`src/rtl/lifo_share_arb.sv`:
```
// Purpose : round-robin arbiter sharing one 1-bit x 8 LIFO between N_REQ requesters.
// Latency : request accept -> rsp_valid in 2 cycles (IDLE -> EXEC -> RESP); one op per 3 cycles peak.
// Backpres: response held in RESP until the owner's rsp_ready; no new grant is issued meanwhile.
//
// Ports:
//   clk, rst_n                      clock, asynchronous active-low reset
//   req_valid/req_ready/req_op/     per-requester request channel (op 1 = push, 0 = pop)
//   req_data
//   rsp_valid/rsp_ready             per-requester response channel; rsp_data/rsp_err shared
//   lifo_push/lifo_pop/lifo_data_in stack control, only active in EXEC
//   lifo_data_out/lifo_full/        stack status, sampled in EXEC
//   lifo_empty
//   occ/occ_hwm/err_cnt             shadow occupancy, its high-water mark and error count,
//                                   present only when LIFO_ARB_OCC_EN is defined
module lifo_share_arb #(
    parameter int N_REQ = 2,
    parameter int RID_W = 3
) (
    input  logic             clk,
    input  logic             rst_n,
    input  logic [N_REQ-1:0] req_valid,
    output logic [N_REQ-1:0] req_ready,
    input  logic [N_REQ-1:0] req_op,
    input  logic [N_REQ-1:0] req_data,
    output logic [N_REQ-1:0] rsp_valid,
    input  logic [N_REQ-1:0] rsp_ready,
    output logic             rsp_data,
    output logic             rsp_err,
    output logic             lifo_push,
    output logic             lifo_pop,
    output logic             lifo_data_in,
    input  logic             lifo_data_out,
    input  logic             lifo_full,
    input  logic             lifo_empty
`ifdef LIFO_ARB_OCC_EN
    ,
    output logic [3:0]       occ,
    output logic [3:0]       occ_hwm,
    output logic [7:0]       err_cnt
`endif
);

    typedef enum logic [1:0] {
        IDLE = 2'd0,
        EXEC = 2'd1,
        RESP = 2'd2
    } state_t;

    state_t           state_q;
    logic [RID_W-1:0] rr_ptr_q;
    logic [RID_W-1:0] owner_q;
    logic             op_q;
    logic             data_q;
    logic             rsp_data_q;
    logic             rsp_err_q;

    logic [RID_W-1:0] rr_ptr_d;
    logic [RID_W-1:0] hi_idx, lo_idx, win_idx;
    logic             hi_vld, lo_vld, win_vld;
    logic [N_REQ-1:0] gnt;
    logic [N_REQ-1:0] own_vec;
    logic             win_op, win_dat;
    logic             own_rdy;

    // Cyclic search from rr_ptr: the lowest valid index at or above the pointer
    // wins; if none exists, wrap to the lowest valid index overall. Scanning
    // downward lets the last hit be the lowest index.
    always_comb begin
        hi_vld = 1'b0;
        hi_idx = '0;
        lo_vld = 1'b0;
        lo_idx = '0;
        for (int j = N_REQ - 1; j >= 0; j--) begin
            if (req_valid[j]) begin
                lo_vld = 1'b1;
                lo_idx = RID_W'(j);
                if (RID_W'(j) >= rr_ptr_q) begin
                    hi_vld = 1'b1;
                    hi_idx = RID_W'(j);
                end
            end
        end
        win_vld = lo_vld;
        win_idx = hi_vld ? hi_idx : lo_idx;
    end

    always_comb begin
        gnt     = '0;
        own_vec = '0;
        for (int j = 0; j < N_REQ; j++) begin
            gnt[j]     = win_vld && (win_idx == RID_W'(j));
            own_vec[j] = (owner_q == RID_W'(j));
        end
    end

    assign win_op  = |(gnt & req_op);
    assign win_dat = |(gnt & req_data);
    // rsp_ready on any index other than the owner has no effect.
    assign own_rdy = |(own_vec & rsp_ready);

    assign rr_ptr_d = (owner_q == RID_W'(N_REQ - 1)) ? '0 : owner_q + RID_W'(1);

    // req_ready is combinational from req_valid, so it is also masked by rst_n
    // to keep every output low while reset is asserted.
    assign req_ready    = (rst_n && state_q == IDLE) ? gnt : '0;
    assign rsp_valid    = (state_q == RESP) ? own_vec : '0;
    assign rsp_data     = rsp_data_q;
    assign rsp_err      = rsp_err_q;
    // Strobes are suppressed on full/empty so an erroring op leaves the stack untouched.
    assign lifo_push    = (state_q == EXEC) &&  op_q && !lifo_full;
    assign lifo_pop     = (state_q == EXEC) && !op_q && !lifo_empty;
    assign lifo_data_in = (state_q == EXEC) && data_q;

    always_ff @(posedge clk or negedge rst_n) begin
        if (!rst_n) begin
            state_q    <= IDLE;
            rr_ptr_q   <= '0;
            owner_q    <= '0;
            op_q       <= 1'b0;
            data_q     <= 1'b0;
            rsp_data_q <= 1'b0;
            rsp_err_q  <= 1'b0;
        end else begin
            case (state_q)
                IDLE: begin
                    if (win_vld) begin
                        owner_q <= win_idx;
                        op_q    <= win_op;
                        data_q  <= win_dat;
                        state_q <= EXEC;
                    end
                end
                EXEC: begin
                    rsp_err_q  <= op_q ? lifo_full : lifo_empty;
                    // lifo_data_out is the top before this cycle's pop takes effect.
                    rsp_data_q <= (!op_q && !lifo_empty) ? lifo_data_out : 1'b0;
                    state_q    <= RESP;
                end
                RESP: begin
                    if (own_rdy) begin
                        rr_ptr_q   <= rr_ptr_d;
                        rsp_data_q <= 1'b0;
                        rsp_err_q  <= 1'b0;
                        state_q    <= IDLE;
                    end
                end
                default: state_q <= IDLE;
            endcase
        end
    end

`ifdef LIFO_ARB_OCC_EN
    logic [3:0] occ_q, occ_d;
    logic [3:0] occ_hwm_q;
    logic [7:0] err_cnt_q;

    assign occ_d = occ_q + {3'b000, lifo_push} - {3'b000, lifo_pop};

    always_ff @(posedge clk or negedge rst_n) begin
        if (!rst_n) begin
            occ_q     <= 4'd0;
            occ_hwm_q <= 4'd0;
            err_cnt_q <= 8'd0;
        end else begin
            occ_q <= occ_d;
            if (occ_d > occ_hwm_q) begin
                occ_hwm_q <= occ_d;
            end
            // Counted when the error response is actually delivered.
            if (state_q == RESP && own_rdy && rsp_err_q && err_cnt_q != 8'hFF) begin
                err_cnt_q <= err_cnt_q + 8'd1;
            end
        end
    end

    // Shadow count says the stack is full but the stack disagrees: the two have diverged.
    always_ff @(posedge clk) begin
        if (rst_n) begin
            assert (!(occ_q == 4'd8 && !lifo_full))
                else $error("lifo_share_arb: occ == 8 while lifo_full is low");
        end
    end

    assign occ     = occ_q;
    assign occ_hwm = occ_hwm_q;
    assign err_cnt = err_cnt_q;
`endif

endmodule

```
`config.mk`:
```
export PLATFORM = sky130hd
export DESIGN_NAME = lifo_share_arb
export DESIGN_NICKNAME = d
export VERILOG_FILES = /design/src/rtl/lifo_share_arb.sv
export SDC_FILE = /design/constraint.sdc
export NUM_CORES = 1
export LEC_CHECK = 0
export ABC_AREA = 1
export CORE_AREA = 5 5 42 44
export DETAILED_ROUTE_END_ITERATION = 7
export DIE_AREA = 0 0 47 49
export HOLD_SLACK_MARGIN = 0.15
export PLACE_DENSITY = 0.8
export SYNTH_ARGS = -nofsm -noshare
export SYNTH_HDL_FRONTEND = slang
export SYNTH_SLANG_ARGS = --single-unit
```
`constraint.sdc`:
```
create_clock -name clk -period 1.7 [get_ports clk]
set_clock_uncertainty 0.1 [all_clocks]
set_input_delay 0.34 -clock clk [delete_from_list [all_inputs] [get_ports clk]]
set_output_delay 0.34 -clock clk [all_outputs]
set_load 0.05 [all_outputs]
```
## Yosys cells after proc, flatten, opt, wreduce, memory -nomap -nowiden

Index checks and enable logic that the tools add are counted.
Widths: inputs -> output; s select.

- Add/sub/neg operators: 1
- Magnitude comparators: 2
- Equal/unequal tests: 6
- Muxes and demuxes: 24
- Bitwise logic cells: 3
- Reductions and logical operators: 23

Operators by type and width:

| operator | count |
|---|---|
| $mux 3 | 6 |
| $mux 1 | 11 |
| $logic_and 1x1->1 | 9 |
| $mux 2 | 4 |
| $reduce_and 2->1 | 4 |
| $and 2x2->2 | 3 |
| $eq 3x1->1 const B | 2 |
| $ge 1x3->1 const A | 2 |
| $logic_not 3->1 | 2 |
| $pmux 2 s3 | 1 |
| $reduce_or 2->1 | 3 |
| $ne 2x2->1 const B | 2 |
| $pmux 1 s2 | 2 |
| $add 3x1->3 const B | 1 |
| $logic_not 1->1 | 3 |
| $eq 2x1->1 const B | 1 |
| $eq 2x2->1 const B | 1 |
| $logic_not 2->1 | 1 |
| $reduce_bool 2->1 | 1 |

- Bits in registers: 12
- Word-level logic and storage cells: 66

## Depth between registers and ports, before layout

Gate-level depths: netlist of run 1.

- Depth after elaboration: 10
- Mapped depth: 6

## Worst setup path after synthesis of run 1

Ideal clock, no wire load.

- Kind: flip-flop to output port
- From: reg state_q[0]
- To: out req_ready[0]
- Data arrival time: 1.689 ns
- Required time: 1.260 ns
- Setup slack: -0.429 ns
- Cell stages (with the launch flop): 4
- Path buffers: 0
- Cells stage by stage: dfrtp_1 nor2_2 o21ai_2 nor3_1

- Cells in the longest elaborated chain, start to end: 3

Ends and longest elaborated chain:

| what | RTL line | source |
|---|---|---|
| start, declared | 49 | `state_t state_q;` |
| start signal, assigned | 116 | `state_q <= IDLE;` |
| start signal, assigned | 130 | `state_q <= EXEC;` |
| start signal, assigned | 137 | `state_q <= RESP;` |
| $logic_not 2->1 | 105 | `assign req_ready = (rst_n && state_q == IDLE) ? gnt : '0;` |
| $logic_and 1x1->1 | 105 |  |
| $mux 2 | 105 |  |
| end, declared | 22 | `output logic [N_REQ-1:0] req_ready,` |

Every way passes these cells.

## Worst setup path in the final report of run 1

- From: reg rr_ptr_q[0]
- To: out req_ready[1]

- Cells in the longest elaborated chain, start to end: 9
- Elaborated cells between the ends (all ways): 14

Ends and longest elaborated chain:

| what | RTL line | source |
|---|---|---|
| start, declared | 50 | `logic [RID_W-1:0] rr_ptr_q;` |
| start signal, assigned | 141 | `rr_ptr_q <= rr_ptr_d;` |
| $ge 1x3->1 | 77 | `if (RID_W'(j) >= rr_ptr_q) begin` |
| $mux 1 | 77 |  |
| $mux 3 / $mux 1 (equally long branches) | 74 | `if (req_valid[j]) begin` |
| $mux 3 / $mux 1 (equally long branches) | 77 |  |
| $mux 3 / $mux 1 (equally long branches) | 74 |  |
| $mux 3 * | 84 | `win_idx = hi_vld ? hi_idx : lo_idx;` |
| $eq 3x1->1 * | 91 | `gnt[j] = win_vld && (win_idx == RID_W'(j));` |
| $logic_and 1x1->1 * | 91 |  |
| $mux 2 * | 105 |  |

Mark *: on every way between the ends. The rest lies on a longest branch, timed or not.

==> flow_summary.html, run 1 <==
<table>
<tr><th>Metric</th><th>Value</th></tr>
<tr><th colspan="2">Logic synthesis</th></tr>
<tr><td>Most used flip-flop cell after synthesis</td><td>dfrtp_1</td></tr>
<tr><td>Number of storage elements in the synthesis netlist</td><td>8</td></tr>
<tr><td>Post-synthesis cell type with the largest combined area</td><td>dfrtp_1</td></tr>
<tr><td>Post-Syn Nets</td><td>75</td></tr>
<tr><td>Post-synthesis cell count</td><td>62</td></tr>
<tr><td>Post-synth ARST share</td><td>100.0%</td></tr>
<tr><td>Fraction of the yosys area taken by sequential cells</td><td>44.57%</td></tr>
<tr><td>Most numerous cell types in the synthesized netlist</td><td>nand2_1 (20), inv_1 (10), dfrtp_1 (8)</td></tr>
<tr><td>Cells taking the most area after synthesis</td><td>dfrtp_1 (45%), nand2_1 (17%), inv_1 (8.4%)</td></tr>
<tr><td>Fraction of synthesized cell area taken by the top area cell type</td><td>between 40% and 50%</td></tr>
<tr><td>Synth Warn #</td><td>0</td></tr>
<tr><td>Top-count cell post-synth</td><td>nand2_1</td></tr>
<tr><td>Post-synthesis cell type count</td><td>15</td></tr>
<tr><td>Post-synth EDFFs</td><td>0</td></tr>
<tr><td>Cell Area, Synth</td><td>449.2 µm²</td></tr>
<tr><td>Post-synthesis area per instance</td><td>7.245 µm²</td></tr>
<tr><th colspan="2">Route</th></tr>
<tr><td>Vias per std cell</td><td>4.956</td></tr>
<tr><td>Routed WL per cell</td><td>roughly 13 µm</td></tr>
<tr><td>Drt pass-1 iters</td><td>4</td></tr>
<tr><td>Detailed-route via count</td><td>560</td></tr>
<tr><td>Antenna viol nets, final</td><td>0</td></tr>
<tr><td>Post-Route WL</td><td>1.436 mm</td></tr>
<tr><td>Drt drc</td><td>0</td></tr>
<tr><td>DRT iter0 DRCs</td><td>12</td></tr>
<tr><th colspan="2">Timing</th></tr>
<tr><td>Pins over their slew limit</td><td>0</td></tr>
<tr><td>Min Tclk post-route</td><td>1709 ps</td></tr>
<tr><td>Hold violation total from the final report</td><td>0</td></tr>
<tr><td>Unrepaired setup endpoints after global routing</td><td>true</td></tr>
<tr><td>Fin crit share</td><td>100.5%</td></tr>
<tr><td>Worst max-slew margin expressed relative to the limit</td><td>85.61%</td></tr>
<tr><td>Smallest setup slack after layout</td><td>-9.227 ps</td></tr>
<tr><td>Worst hold slack after final layout</td><td>392.3 ps</td></tr>
<tr><td>Maximum clock frequency</td><td>slightly below 600 MHz</td></tr>
<tr><td>Worst slew pin tran</td><td>215.8 ps</td></tr>
<tr><td>Total of endpoints with negative setup slack in the final report</td><td>1</td></tr>
<tr><th colspan="2">Placement</th></tr>
<tr><td>Count of placed standard cells including taps</td><td>102</td></tr>
<tr><td>Cell area after placement</td><td>787.0 µm²</td></tr>
<tr><td>Number of buffers inserted by port buffering</td><td>21</td></tr>
<tr><td>Final weighted congestion of routability-driven global placement</td><td>0.7505</td></tr>
<tr><td>Half-perimeter wire length after detailed placement</td><td>1.028 mm</td></tr>
<tr><th colspan="2">Hold path</th></tr>
<tr><td>Type of the most critical hold path</td><td>flip-flop to flip-flop</td></tr>
<tr><td>Hold path startpoint</td><td>data_q</td></tr>
<tr><td>Cell depth of the worst hold path</td><td>2</td></tr>
<tr><th colspan="2">Floorplan</th></tr>
<tr><td>Total I/O pin count</td><td>22</td></tr>
<tr><td>Die Footprint</td><td>0.002303 mm²</td></tr>
<tr><td>Row count</td><td>14</td></tr>
<tr><td>Placeable core area</td><td>0.001401 mm²</td></tr>
<tr><td>Die Height</td><td>between 40 and 50 µm</td></tr>
<tr><td>Starting density of the core</td><td>32.05%</td></tr>
<tr><td>Die outline width</td><td>47 µm</td></tr>
<tr><th colspan="2">Clock tree</th></tr>
<tr><td>Number of clock sinks</td><td>8</td></tr>
<tr><td>Clk Tree Root Cell</td><td>clkbuf_4</td></tr>
<tr><td>Total CTS buffers</td><td>3</td></tr>
<tr><td>CTS tree</td><td>yes</td></tr>
<tr><td>CTS H-tree depth</td><td>1</td></tr>
<tr><td>Clock slew at reported path FFs</td><td>50 ps</td></tr>
<tr><td>Latest clock arrival within the worst-skew pair</td><td>260 ps</td></tr>
<tr><td>Worst-case clock buffer depth</td><td>2</td></tr>
<tr><th colspan="2">Global routing</th></tr>
<tr><td>Antenna violations before repair</td><td>0</td></tr>
<tr><td>Leftover overflow at the end of global routing</td><td>0</td></tr>
<tr><td>Via count of the first global-routing pass</td><td>556</td></tr>
<tr><td>Wire length of the first global-routing pass</td><td>2.201 mm</td></tr>
<tr><td>Maximum number of pins on one net before global-route repair</td><td>9</td></tr>
<tr><td>GRT Util Overall</td><td>13.57%</td></tr>
<tr><th colspan="2">Finish</th></tr>
<tr><td>Count of fill cells added during filler insertion</td><td>107</td></tr>
<tr><td>Final standard cell count with taps included and fillers excluded</td><td>113</td></tr>
<tr><td>Number of nets in the finished design</td><td>roughly 110</td></tr>
<tr><td>Layout Area Growth over Synthesis</td><td>109.5%</td></tr>
<tr><td>Storage element area</td><td>between 200 and 250 µm²</td></tr>
<tr><td>Final Instance Area</td><td>940.9 µm²</td></tr>
<tr><td>Antenna diodes</td><td>0</td></tr>
<tr><td>Layout cell share with drive strength beyond 1</td><td>43.30%</td></tr>
<tr><td>Area used by multi-input combinational logic</td><td>272.8 µm²</td></tr>
<tr><th colspan="2">Setup path</th></tr>
<tr><td>Flop2flop setup slack</td><td>410 ps</td></tr>
<tr><td>Logic depth of the worst path, buffers included</td><td>5</td></tr>
<tr><td>Kind of capture point of the worst setup path</td><td>output port</td></tr>
<tr><td>R2r startpoint</td><td>state_q[0]</td></tr>
<tr><td>Number of cells on the worst reg-to-reg path</td><td>7</td></tr>
<tr><td>Family with the most delay on the worst path</td><td>flip-flops</td></tr>
<tr><td>Category of the worst setup path launch point</td><td>flip-flop</td></tr>
<tr><td>Kind of critical path</td><td>flip-flop to output port</td></tr>
<tr><td>Worst path bufs/invs</td><td>2</td></tr>
<tr><td>Critical-path cell list</td><td>inv_2 &gt; a21oi_4 &gt; nand2_2 &gt; nor2_4 &gt; buf_12</td></tr>
<tr><td>Arrival time at the worst endpoint</td><td>1270 ps</td></tr>
<tr><td>Crit. Startpoint</td><td>rr_ptr_q[0]</td></tr>
<tr><td>CP max stage delay</td><td>400 ps</td></tr>
<tr><td>Data required time of the worst path</td><td>1260 ps</td></tr>
<tr><td>CP max stage cell</td><td>dfrtp_1</td></tr>
<tr><td>Maximum fanout count along the critical path</td><td>3</td></tr>
<tr><th colspan="2">Run status</th></tr>
<tr><td>Violations in the final reports</td><td>negative setup slack</td></tr>
<tr><td>Result of the run</td><td>finished, violations left</td></tr>
<tr><th colspan="2">Job</th></tr>
<tr><td>Max-cap viol count</td><td>0</td></tr>
<tr><th colspan="2">Power and ir drop</th></tr>
<tr><td>Cell area power density</td><td>~1600 mW/mm²</td></tr>
<tr><td>Leakage power of the design</td><td>0.4672 nW</td></tr>
<tr><td>IR Drop Worst-Case VDD</td><td>slightly below 0.0008 V</td></tr>
</table>
[cells in the final DEF, fill, tap and decap left out]
cell / Yosys / final
nand4_1: 1 / 1
dlygate4sd2_1: 0 / 2
inv_2: 2 / 5
nor2_4: 1 / 7
nor3_4: 0 / 1
dlygate4sd3_1: 0 / 1
buf_12: 0 / 8
o21ai_1: 4 / 4
nand2_2: 1 / 1
buf_4: 0 / 10
clkbuf_4: 0 / 3
dlymetal6s2s_1: 0 / 2
a21oi_2: 2 / 1
dfrtp_2: 0 / 1
o21ai_2: 1 / 1
a21oi_4: 0 / 1
nand3_1: 4 / 4
buf_6: 0 / 1
or2_4: 0 / 1
inv_1: 10 / 7
clkdlybuf4s50_1: 0 / 8
nand2_1: 20 / 19
nand2_4: 0 / 1
dfrtp_1: 8 / 7
[power breakdown]
part,switching [W],internal (W),total (W),leakage (nW)
clock network,0.0000703,0.0000811,0.000151,0.0138
logic,0.000559,0.000441,0.00100,0.353
registers,0.0000877,0.000277,0.000365,0.0999
total,0.000717,0.000799,0.00152,0.467
[sequential cells by signal, summed over array words and instances (netlist names)]
register / cells
rsp_data: 1
op_q: 1
data_q: 1
state_q: 2
rr_ptr_q: 1
owner_q: 1
rsp_err: 1
[cell type report]
cell class	count	share of cell area [%]
timing repair buffer	32	40.29
multi-input combinational	42	28.99
sequential	8	21.41
inverter	12	4.787
clock buffer	3	2.394
tap	16	2.128
[routing by layer]
metal | global-route usage, % | wire length (µm) | vias up | share of wire (%)
met5 | 0 | 0 | - | 0
met4 | 8.756 | 59 | 0 | 4.1
met3 | 6.273 | 107 | 7 | 7.5
met2 | 22.85 | 776 | 24 | 54
met1 | 12.22 | 492 | 266 | 34
li1 | - | - | 263 | -
[worst reg2reg max path: stages (launching register included)]
cell and delay, ps:
dfrtp_2 460, nor2_4 120, o21ai_2 90, buf_4 140
buf_4 130, inv_2 80, nand2_1 50, nand2_1 60
[per-stage QoR]
| step | TNS [ps] | utilization, % | total power, W | setup WS, ps |
|---|---|---|---|---|
| after floorplan | 0 | - | 0.0007921 | 3.572 |
| after detailed placement | -276.0 | 56.16 | 0.001135 | -147.0 |
| after global routing | -185.0 | 67.14 | 0.001601 | -59.92 |
| final | -9.227 | 67.14 | 0.001516 | -9.227 |
| after global placement | -242.6 | 56.16 | 0.001111 | -124.9 |
| after CTS | -144.6 | 59.46 | 0.001335 | -104.6 |
[path summary, 6_finish.rpt]
| check | end |
|---|---|
| setup / recovery | req_ready[1] |
| hold / removal | data_q |
| setup reg to reg | op_q |
| hold reg to reg | data_q |
| max in group asynchronous | state_q[0] |
| min in group asynchronous | rr_ptr_q[0] |
[cells by family (layout without fill, tap and decap cells)]
family / Yosys count / after routing / share of synthesized area, %
buf+inv: 12 / 47 / 10.03
compound gates: 7 / 7 / 10.31
simple gates: 35 / 35 / 35.10
flops: 8 / 8 / 44.57
[what timing repair did]
action / in CTS / in global routing
hold buffers: 0 / 1
endpoints found under the setup margin: 4 / 6
hold endpoints to repair: 0 / 8
buffers inserted: 2 / 5
cloned: 0 / 0
gates resized for setup: 6 / 17
pin swaps: 3 / 6
Note: power is estimated with default switching activity, not from simulation.
==> run 2, diff against run 1 <==
Settings changed: GPL_TIMING_DRIVEN set to 0.
==> run 2 against run 1 <==
The flow still finishes with violations (negative setup slack). Clock-buffer cell count unchanged. Design area decreased by 17%. Worst setup slack worse by 10 ps. Die area is the same. Final cell count shrank 5.3%. Fmax fell by 0.59%. Critical path depth unchanged. First-iteration DRC count decreased by 58%. Sequential share of layout area rose by 4.1 points. Utilization decreased by 11 points. Via count down 12%. Highest routed layer is now met3.
==> flow_summary.html, run 2 (synthesized netlist as in run 1, its figures left out) <==
<table>
<tr><th>Metric</th><th>Value</th></tr>
<tr><th colspan="2">Timing</th></tr>
<tr><td>Maximum clock frequency</td><td>581.6 MHz (-0.59%)</td></tr>
<tr><td>Worst hold slack after final layout</td><td>380.3 ps (-12.03 ps)</td></tr>
<tr><td>Pins over their slew limit</td><td>0 (unchanged)</td></tr>
<tr><td>Min Tclk post-route</td><td>1719 ps (+10.14 ps)</td></tr>
<tr><td>TNS Setup</td><td>-43.01 ps (-33.79 ps)</td></tr>
<tr><td>Worst max-slew margin expressed relative to the limit</td><td>67.83% (-18 points)</td></tr>
<tr><td>Smallest setup slack after layout</td><td>-19.37 ps (-10.14 ps)</td></tr>
<tr><td>Unrepaired setup endpoints after global routing</td><td>true</td></tr>
<tr><td>Hold violation total from the final report</td><td>0 (unchanged)</td></tr>
<tr><td>Fin crit share</td><td>101.1% (+0.60 points)</td></tr>
<tr><td>Total of endpoints with negative setup slack in the final report</td><td>3 (+2)</td></tr>
<tr><td>Worst slew pin tran</td><td>484.5 ps (+268.7 ps)</td></tr>
<tr><th colspan="2">Route</th></tr>
<tr><td>Vias per std cell</td><td>4.617 (-6.8%)</td></tr>
<tr><td>Drt drc</td><td>0 (unchanged)</td></tr>
<tr><td>DRT iter0 DRCs</td><td>5 (-7)</td></tr>
<tr><td>Routed WL per cell</td><td>10.91 µm (-14%)</td></tr>
<tr><td>Antenna viol nets, final</td><td>0 (unchanged)</td></tr>
<tr><td>Post-Route WL</td><td>1.167 mm (-19%)</td></tr>
<tr><td>Detailed-route via count</td><td>494 (-12%)</td></tr>
<tr><td>Drt pass-1 iters</td><td>4 (unchanged)</td></tr>
<tr><th colspan="2">Power and ir drop</th></tr>
<tr><td>Switching part of the total power</td><td>48.71% (+1.4 points)</td></tr>
<tr><td>IR Drop Worst-Case VDD</td><td>0.0006537 V (-17%)</td></tr>
<tr><td>Internal Dissipation</td><td>0.0006642 W (-17%)</td></tr>
<tr><td>Share of power burned in registers</td><td>26.2% (+2.1 points)</td></tr>
<tr><td>Cell area power density</td><td>1653 mW/mm² (+2.6%)</td></tr>
<tr><td>Combinational share of power</td><td>62.3% (-3.7 points)</td></tr>
<tr><td>Switch Pwr</td><td>0.0006308 W (-12%)</td></tr>
<tr><td>Leakage power of the design</td><td>0.4037 nW (-14%)</td></tr>
<tr><td>Clock network power share</td><td>11.4% (+1.4 points)</td></tr>
<tr><th colspan="2">Clock tree</th></tr>
<tr><td>CTS tree</td><td>yes</td></tr>
<tr><td>Clock slew at reported path FFs</td><td>60 ps (about the same)</td></tr>
<tr><td>Latest clock arrival within the worst-skew pair</td><td>250 ps (about the same)</td></tr>
<tr><td>CTS H-tree depth</td><td>1 (unchanged)</td></tr>
<tr><td>Worst-case clock buffer depth</td><td>2 (unchanged)</td></tr>
<tr><td>Total CTS buffers</td><td>3 (unchanged)</td></tr>
<tr><td>Number of clock sinks</td><td>8 (unchanged)</td></tr>
<tr><td>Clk Tree Root Cell</td><td>clkbuf_4</td></tr>
<tr><th colspan="2">Run status</th></tr>
<tr><td>Result of the run</td><td>finished, violations left</td></tr>
<tr><td>Violations in the final reports</td><td>negative setup slack</td></tr>
<tr><th colspan="2">Finish</th></tr>
<tr><td>Utilization after layout</td><td>55.89% (-11 points)</td></tr>
<tr><td>Most frequent cells in the layout</td><td>nand2_1 (19), inv_1 (10), clkdlybuf4s50_1 (9), dfrtp_1 (8)</td></tr>
<tr><td>Layout cell share with drive strength beyond 1</td><td>34.07% (-9.2 points)</td></tr>
<tr><td>Antenna diodes</td><td>0 (unchanged)</td></tr>
<tr><td>Number of nets in the finished design</td><td>106 (-5.4%)</td></tr>
<tr><td>Max reg flops</td><td>2 (unchanged)</td></tr>
<tr><td>Layout Area Growth over Synthesis</td><td>74.37%</td></tr>
<tr><td>Register containing the most flip-flops in the final layout</td><td>state_q</td></tr>
<tr><td>Final standard cell count with taps included and fillers excluded</td><td>107 (-5.3%)</td></tr>
<tr><td>Most common library cell in the layout ignoring fill and taps</td><td>nand2_1</td></tr>
<tr><th colspan="2">Placement</th></tr>
<tr><td>Final weighted congestion of routability-driven global placement</td><td>0.7203 (-4.0%)</td></tr>
<tr><td>Half-perimeter wire length after detailed placement</td><td>846.6 µm (-18%)</td></tr>
<tr><td>Number of buffers inserted by port buffering</td><td>21 (unchanged)</td></tr>
<tr><td>Count of placed standard cells including taps</td><td>99 (-2.9%)</td></tr>
<tr><td>Worst slack at placement</td><td>-994.8 ps (-847.8 ps)</td></tr>
<tr><th colspan="2">Setup path</th></tr>
<tr><td>Critical-path cell list</td><td>buf_4 &gt; nor2_4 &gt; inv_1 &gt; nor2_2 &gt; buf_6</td></tr>
<tr><td>CP max stage delay</td><td>410 ps (about the same)</td></tr>
<tr><td>Maximum fanout count along the critical path</td><td>3 (unchanged)</td></tr>
<tr><td>Kind of critical path</td><td>flip-flop to output port</td></tr>
<tr><td>CP max stage cell</td><td>dfrtp_1</td></tr>
<tr><td>Arrival time at the worst endpoint</td><td>1280 ps (about the same)</td></tr>
<tr><td>Kind of capture point of the worst setup path</td><td>output port</td></tr>
<tr><td>Data required time of the worst path</td><td>1260 ps (about the same)</td></tr>
<tr><td>Category of the worst setup path launch point</td><td>flip-flop</td></tr>
<tr><th colspan="2">Floorplan</th></tr>
<tr><td>Die Height</td><td>49 µm (unchanged)</td></tr>
<tr><td>Placeable core area</td><td>0.001401 mm² (unchanged)</td></tr>
<tr><td>Die Footprint</td><td>0.002303 mm² (unchanged)</td></tr>
<tr><td>Die outline width</td><td>47 µm (unchanged)</td></tr>
<tr><td>Row count</td><td>14 (unchanged)</td></tr>
<tr><td>Total I/O pin count</td><td>22 (unchanged)</td></tr>
<tr><td>Starting density of the core</td><td>32.05% (unchanged)</td></tr>
<tr><th colspan="2">Global routing</th></tr>
<tr><td>Via count of the first global-routing pass</td><td>447 (-20%)</td></tr>
<tr><td>Wire length of the first global-routing pass</td><td>1.849 mm (-16%)</td></tr>
<tr><td>Maximum number of pins on one net before global-route repair</td><td>10 (+1)</td></tr>
<tr><td>GRT Util Overall</td><td>10.96% (-2.6 points)</td></tr>
<tr><td>Antenna violations before repair</td><td>0 (unchanged)</td></tr>
<tr><td>Leftover overflow at the end of global routing</td><td>0 (unchanged)</td></tr>
<tr><th colspan="2">Job</th></tr>
<tr><td>Max-cap viol count</td><td>0 (unchanged)</td></tr>
<tr><th colspan="2">Hold path</th></tr>
<tr><td>Type of the most critical hold path</td><td>flip-flop to flip-flop</td></tr>
</table>
==> run 2: changes by cell type in the layout (fill, tap and decap cells not counted), moves of 2 or more <==
cell / before / now
buf_12: 8 / 0
buf_4: 10 / 5
inv_2: 5 / 2
inv_1: 7 / 10
nor2_4: 7 / 3
dlymetal6s2s_1: 2 / 0
buf_6: 1 / 5
nor2_2: 0 / 3
==> run 2: metal layers <==
metal  vias to the layer above  global-route usage (%)  share of wire [%]
met4                         0                   4.147                  0
met3                         0                   3.690                6.8
met1                       227                   12.73                 40
met2                        15                   17.87                 53
li1                        252                       -                  -
met5                         -                       0                  0
==> run 2: power by group through the flow <==
stage / logic (W) / registers (W) / clock network (W)
detailed placement: 0.000643 / 0.000346 / 0
global route: 0.000879 / 0.000352 / 0.000164
finish: 0.000807 / 0.000340 / 0.000148
global placement: 0.000635 / 0.000342 / 0
CTS: 0.000646 / 0.000337 / 0.000154
floorplan: 0.000403 / 0.000390 / 0
==> run 2: worst max-delay path, delay by kind of cell (launching register included) <==
kind                   cells  cell delay [ps]
DFF                        1              410
and+or+nand+nor            2              210
buffers and inverters      3              400
==> run 2: stage by stage <==
step,area (µm²),total power [W]
2_1_floorplan,456.7,0.0007921
3_3_place_gp,686.9,0.0009771
3_5_place_dp,686.9,0.0009896
4_1_cts,699.4,0.001137
5_1_grt,783.3,0.001396
6_report,783.3,0.001295
==> run 2: layout make-up <==
| type | count | area (µm²) |
|---|---|---|
| fillers | 142 | 618.1 |
| repair buffers | 26 | 251.5 |
| multi-input cells | 42 | 244.0 |
| flip-flops and latches | 8 | 200.2 |
| inverters | 12 | 45.04 |
| clock buffers | 3 | 22.52 |
| well taps | 16 | 20.02 |
==> run 2: what timing repair did <==
item | 4_1_cts | 5_1_grt
endpoints found under the hold margin | 8 | 8
pin swaps | 2 | 3
gates resized for setup | 49 | 20
setup endpoints to repair | 9 | 7
buffers inserted | 1 | 3
==> run 2: final timing paths <==
path	startpoint	to	slack (ps)	cells after the start
setup / recovery	state_q[0]	rsp_valid[1]	-20	5
hold / removal	data_q	data_q	380	2
setup reg to reg	state_q[0]	rsp_err	560	5
hold reg to reg	data_q	data_q	380	2
max in group asynchronous	rst_n	data_q	670	2
min in group asynchronous	rst_n	state_q[1]	550	2
